==> config.mk <==
export PLATFORM = sky130hd
export DESIGN_NAME = rrf_retire
export DESIGN_NICKNAME = d
export VERILOG_FILES = /design/src/rtl/rrf_retire.sv
export SDC_FILE = /design/constraint.sdc
export NUM_CORES = 1
export LEC_CHECK = 0
export ABC_AREA = 1
export ABC_CLOCK_PERIOD_IN_PS = 3000
export BUFFER_PORTS_ARGS = -buffer_cell sky130_fd_sc_hd__buf_2
export CORE_AREA = 8 8 157 159
export CTS_BUF_LIST = sky130_fd_sc_hd__clkbuf_8
export CTS_CLUSTER_DIAMETER = 30
export DETAILED_ROUTE_END_ITERATION = 10
export DIE_AREA = 0 0 165 167
export PLACE_DENSITY = 0.89
export SLEW_MARGIN = 10
export SYNTH_ARGS = -nofsm -noshare
export SYNTH_HDL_FRONTEND = slang
export SYNTH_SLANG_ARGS = --single-unit
==> constraint.sdc <==
create_clock -name clk -period 3 [get_ports clk]
set_input_delay 0.6 -clock clk [delete_from_list [all_inputs] [get_ports clk]]
set_output_delay 0.6 -clock clk [all_outputs]
set_load 0.02 [all_outputs]
==> src/rtl/rrf_retire.sv <==
// Retirement register file: committed arch->phys mapping, release FIFO that
// returns superseded physical registers to the free list, a registered restore
// pulse for mispredict recovery, and a retired-instruction counter.
module rrf_retire #(
  parameter int NUM_ARCH  = 32,
  parameter int PHYS_W    = 6,
  parameter int REL_DEPTH = 4
) (
  input  logic                         clk,
  input  logic                         rst,
  input  logic                         commit_valid,
  output logic                         commit_ready,
  input  logic                         commit_we,
  input  logic [4:0]                   commit_rd,
  input  logic [PHYS_W-1:0]            commit_pd,
  input  logic                         flush,
  output logic                         restore_valid,
  output logic [NUM_ARCH*PHYS_W-1:0]   rrat_map,
  output logic                         rel_valid,
  output logic [PHYS_W-1:0]            rel_idx,
  input  logic                         rel_ready,
  output logic [31:0]                  retired_cnt
);

  localparam int PTR_W = (REL_DEPTH > 1) ? $clog2(REL_DEPTH) : 1;
  localparam int CNT_W = $clog2(REL_DEPTH + 1);

  logic [PHYS_W-1:0] r_map  [NUM_ARCH];
  logic [PHYS_W-1:0] r_fifo [REL_DEPTH];
  logic [PTR_W-1:0]  r_head;
  logic [PTR_W-1:0]  r_tail;
  logic [CNT_W-1:0]  r_count;
  logic              r_restore;
  logic [31:0]       r_retired;

  logic              w_fire;
  logic              w_push;
  logic              w_pop;
  logic [PHYS_W-1:0] w_old;

  // Ready depends only on the registered count, so no input reaches it.
  assign commit_ready = (r_count < CNT_W'(REL_DEPTH));
  assign w_fire       = commit_valid && commit_ready;
  // x0 is hardwired to phys 0: commits to it neither update nor free anything.
  assign w_push       = w_fire && commit_we && (commit_rd != 5'd0);
  assign w_pop        = (r_count != '0) && rel_ready;
  // Pre-update mapping of rd is the register being superseded.
  assign w_old        = r_map[commit_rd];

  assign rel_valid     = (r_count != '0);
  assign rel_idx       = r_fifo[r_head];
  assign restore_valid = r_restore;
  assign retired_cnt   = r_retired;

  // Committed mapping: identity after reset, one write per fire.
  always_ff @(posedge clk) begin
    if (rst) begin
      for (int i = 0; i < NUM_ARCH; i++) begin
        r_map[i] <= PHYS_W'(i);
      end
    end else if (w_push) begin
      r_map[commit_rd] <= commit_pd;
    end
  end

  // Release FIFO storage and pointers; a push into a full FIFO cannot happen.
  always_ff @(posedge clk) begin
    if (rst) begin
      for (int i = 0; i < REL_DEPTH; i++) begin
        r_fifo[i] <= '0;
      end
      r_head  <= '0;
      r_tail  <= '0;
      r_count <= '0;
    end else begin
      if (w_push) begin
        r_fifo[r_tail] <= w_old;
        r_tail         <= r_tail + PTR_W'(1);
      end
      if (w_pop) begin
        r_head <= r_head + PTR_W'(1);
      end
      case ({w_push, w_pop})
        2'b10:   r_count <= r_count + CNT_W'(1);
        2'b01:   r_count <= r_count - CNT_W'(1);
        default: r_count <= r_count;
      endcase
    end
  end

  // Restore pulse trails flush by one cycle so the map already holds the
  // mispredicted instruction's own commit.
  always_ff @(posedge clk) begin
    if (rst) begin
      r_restore <= 1'b0;
    end else begin
      r_restore <= flush;
    end
  end

  // Retired-instruction counter, wraps naturally at 2^32.
  always_ff @(posedge clk) begin
    if (rst) begin
      r_retired <= '0;
    end else if (w_fire) begin
      r_retired <= r_retired + 32'd1;
    end
  end

  // Flatten the map onto the output bus.
  always_comb begin
    rrat_map = '0;
    for (int i = 0; i < NUM_ARCH; i++) begin
      rrat_map[i*PHYS_W +: PHYS_W] = r_map[i];
    end
  end

endmodule

==> reports/metrics.cfg <==
[setup_path]
path_cells=inv_1, o21ai_0, o22ai_1, buf_2
r2r_slack_ps=610
critPathBufInv=2
cp_slowest_stage_delay_ps=580
end_kind=output port
r2r-start=r_count[2]
cp_data_arrival_time_ps=2150
worstSetupPathDepth=4
slowest_stage=dfxtp_1
critical_path.endpoint=rel_idx[3]
rr_worst_depth=9
cp-start-kind=register
crit_type=reg2out
cp_top_family=flip-flops
critPathRequiredTime_ps=2400
reg2reg_to=r_map[20][0]
path_max_fanout=13

[synth]
synth.avg_cell_area_um2=8.85
ys_ff_latch=258
mappedNetlistArea_um2=11900
yosysTopAreaCell=edfxtp_1
synth_edf_count=216
synth_cell_types=33
syn_inst=1345
yosysWarnings=0
synth_top_area_share_pct=54.5
yosysSeqAreaShare_pct=61.6
ys.flop_type=edfxtp_1
async_reset_ff_share_pct=0
synthTopCellsByArea=edfxtp_1 54%, nand2_1 16%, dfxtp_1 7.1%

[pwr]
ir_drop_v=0.000512
pwr-share-seq_pct=47.2
power_switching_share_pct=27.5
power_mw=8.64
p_leak_nw=6.07
p_int_mw=6.27
power_density_nw_per_um2=594
combPwrFrac_pct=11.4
p_clk_share_pct=41.3
p_sw_mw=2.37

[timing]
setup_slack_ps=254
period_share_pct=91.5
timing.fmax_mhz=364
tightest_slew_ps=799
fin_worst_skew_ps=51.1
rsz0062_at_grt=no
drv_slew=0
setup_viol=0
fin_crit_ps=2750
hold_viol_final=0
relSlewSlack_pct=46.6
fin_setup_tns_ps=0
hold-worst-slack_ps=257

[routing]
wl_per_cell_um=19.5
vias=10900
drc=0
antenna_left=0
via_per_inst=5.63
dr.first_iter.drc_count=1323
firstDrtPassIters=6
drt_wl_total_um=38000

[global_routing]
grt.total_usage_pct=26.8
grt_pass1_vias=10700
antenna_found_initial=2
grt_max_degree=44
grt_pass1_wl_um=57000
gr-total-overflow=0

[clocking]
cts_hold_buf=0
cts_resized=0
cts.clk_slew.worst_paths_ps=60
insertion_delay_ps=590
cts.sinks=258
post_cts_buffers=0
numCtsBuffers=49
clockRootBuffer=clkbuf_8
htreeDepth=2
cts_tree=yes
clock_path_buffers=3

[worst_hold_path]
hold_class=in2reg
min_from=flush

[run]
drv_cap=0

[die]
die_h_um=167
coreArea_um2=22200
die_area_um2=27600
die_w_um=165
io_pins=250
rows=55
start_util_pct=53.5

[finish]
nNetsFinal=1641
area_delta_synth_final_pct=22.2
layout-drive-gt1-share_pct=23.3
design_area_um2=14500
n_fill_cell=1715
utilization_pct=65.4
final_cells=1945

[place]
gp_congestion=0.923
dpl.cell_count=1855
postPlaceCellArea_um2=13500
pre_cts_ws_ps=191
dpl.hpwl_um=27000
port_buffers=249

[run_status]
status=complete, no violations

-- synth_stat cells, types with 2 or more instances --
| cell | count |
|---|---|
| dfxtp_1 | 42 |
| nor2_4 | 4 |
| o21ai_1 | 6 |
| nand2_1 | 509 |
| nand3_1 | 46 |
| nor3_1 | 5 |
| o21ai_0 | 45 |
| nor3_4 | 4 |
| ha_1 | 2 |
| nor2_1 | 209 |
| edfxtp_1 | 216 |
| nor3_2 | 2 |
| inv_2 | 8 |
| o22ai_1 | 6 |
| nand4_1 | 12 |
| clkbuf_1 | 43 |
| nand2_2 | 7 |
| buf_2 | 10 |
| nor2_2 | 11 |
| inv_1 | 81 |
| a21oi_1 | 65 |
-- metal layers --
metal	vias to the layer above	track usage, %	wire length [µm]
met5	-	0	0
met4	0	12.7	1650
met3	147	6.19	4610
met2	813	45.0	18700
met1	5036	31.9	13000
li1	4946	-	-
-- state kept, by name (all words and copies together), names as in the netlist, named ones only --
register	count
r_map	192
retired_cnt	32
r_fifo	24
r_count	3
r_head	2
r_tail	2
restore_valid	1
-- worst min-delay path by stage --
stage | end | slack [ps] | cells past startpoint
3_3_place_gp | register | 450 | 2
5_1_grt | restore_valid | 260 | 3
3_5_place_dp | register | 470 | 2
4_1_cts | restore_valid | 250 | 3
6_report | restore_valid | 260 | 3
2_1_floorplan | register | 440 | 2
-- cells by family (layout without fill, tap and decap cells) --
family	after synthesis	in the layout	share of synthesized area, %
AOI/OAI and AO/OA	125	125	5.41
buffers and inverters	143	451	4.64
and+or+nand+nor	813	813	27.8
xor gates and xnor gates	2	2	0.147
adders and majority gates	3	3	0.378
other	1	8	0.0315
DFF	258	258	61.6
-- final cells by class --
class / instances / area (µm²) / area share, %
Timing Repair Buffer: 273 / 1440 / 9.89
Sequential cell: 258 / 7330 / 50.4
Inverter: 90 / 340 / 2.34
Antenna cell: 2 / 5.00 / 0.0344
Multi-Input combinational cell: 949 / 4050 / 27.8
Clock buffer: 50 / 688 / 4.73
Clock inverter: 38 / 342 / 2.35
Tap cell: 285 / 357 / 2.45
-- tightest hold or removal path: cells and delay by family --
family,cells,cell delay [ps]
AND/OR/NAND/NOR,1,60
buffers and inverters,2,110
-- power by group through the flow --
stage	clock [mW]	combinational [mW]	sequential, mW
after floorplan	0	0.532	4.20
after global placement	0	0.942	4.14
after detailed placement	0	0.967	4.15
after CTS	3.60	0.978	4.08
after global routing	3.76	1.06	4.09
final	3.57	0.988	4.08
-- layout by cell type, fill, tap and decap left out, drive strengths merged, types with 2 or more instances in the layout --
| master | count |
|---|---|
| clkbuf | 50 |
| nor3 | 11 |
| conb | 6 |
| o22ai | 6 |
| buf | 273 |
| o21ai | 51 |
| nand4 | 12 |
| inv | 102 |
| clkinvlp | 3 |
| ha | 2 |
| nor2 | 225 |
| edfxtp | 216 |
| nand3 | 46 |
| bufinv | 5 |
| a21oi | 65 |
| dfxtp | 42 |
| diode | 2 |
| nand2 | 517 |
| clkinv | 18 |
Power figures use the tool's default switching activity.
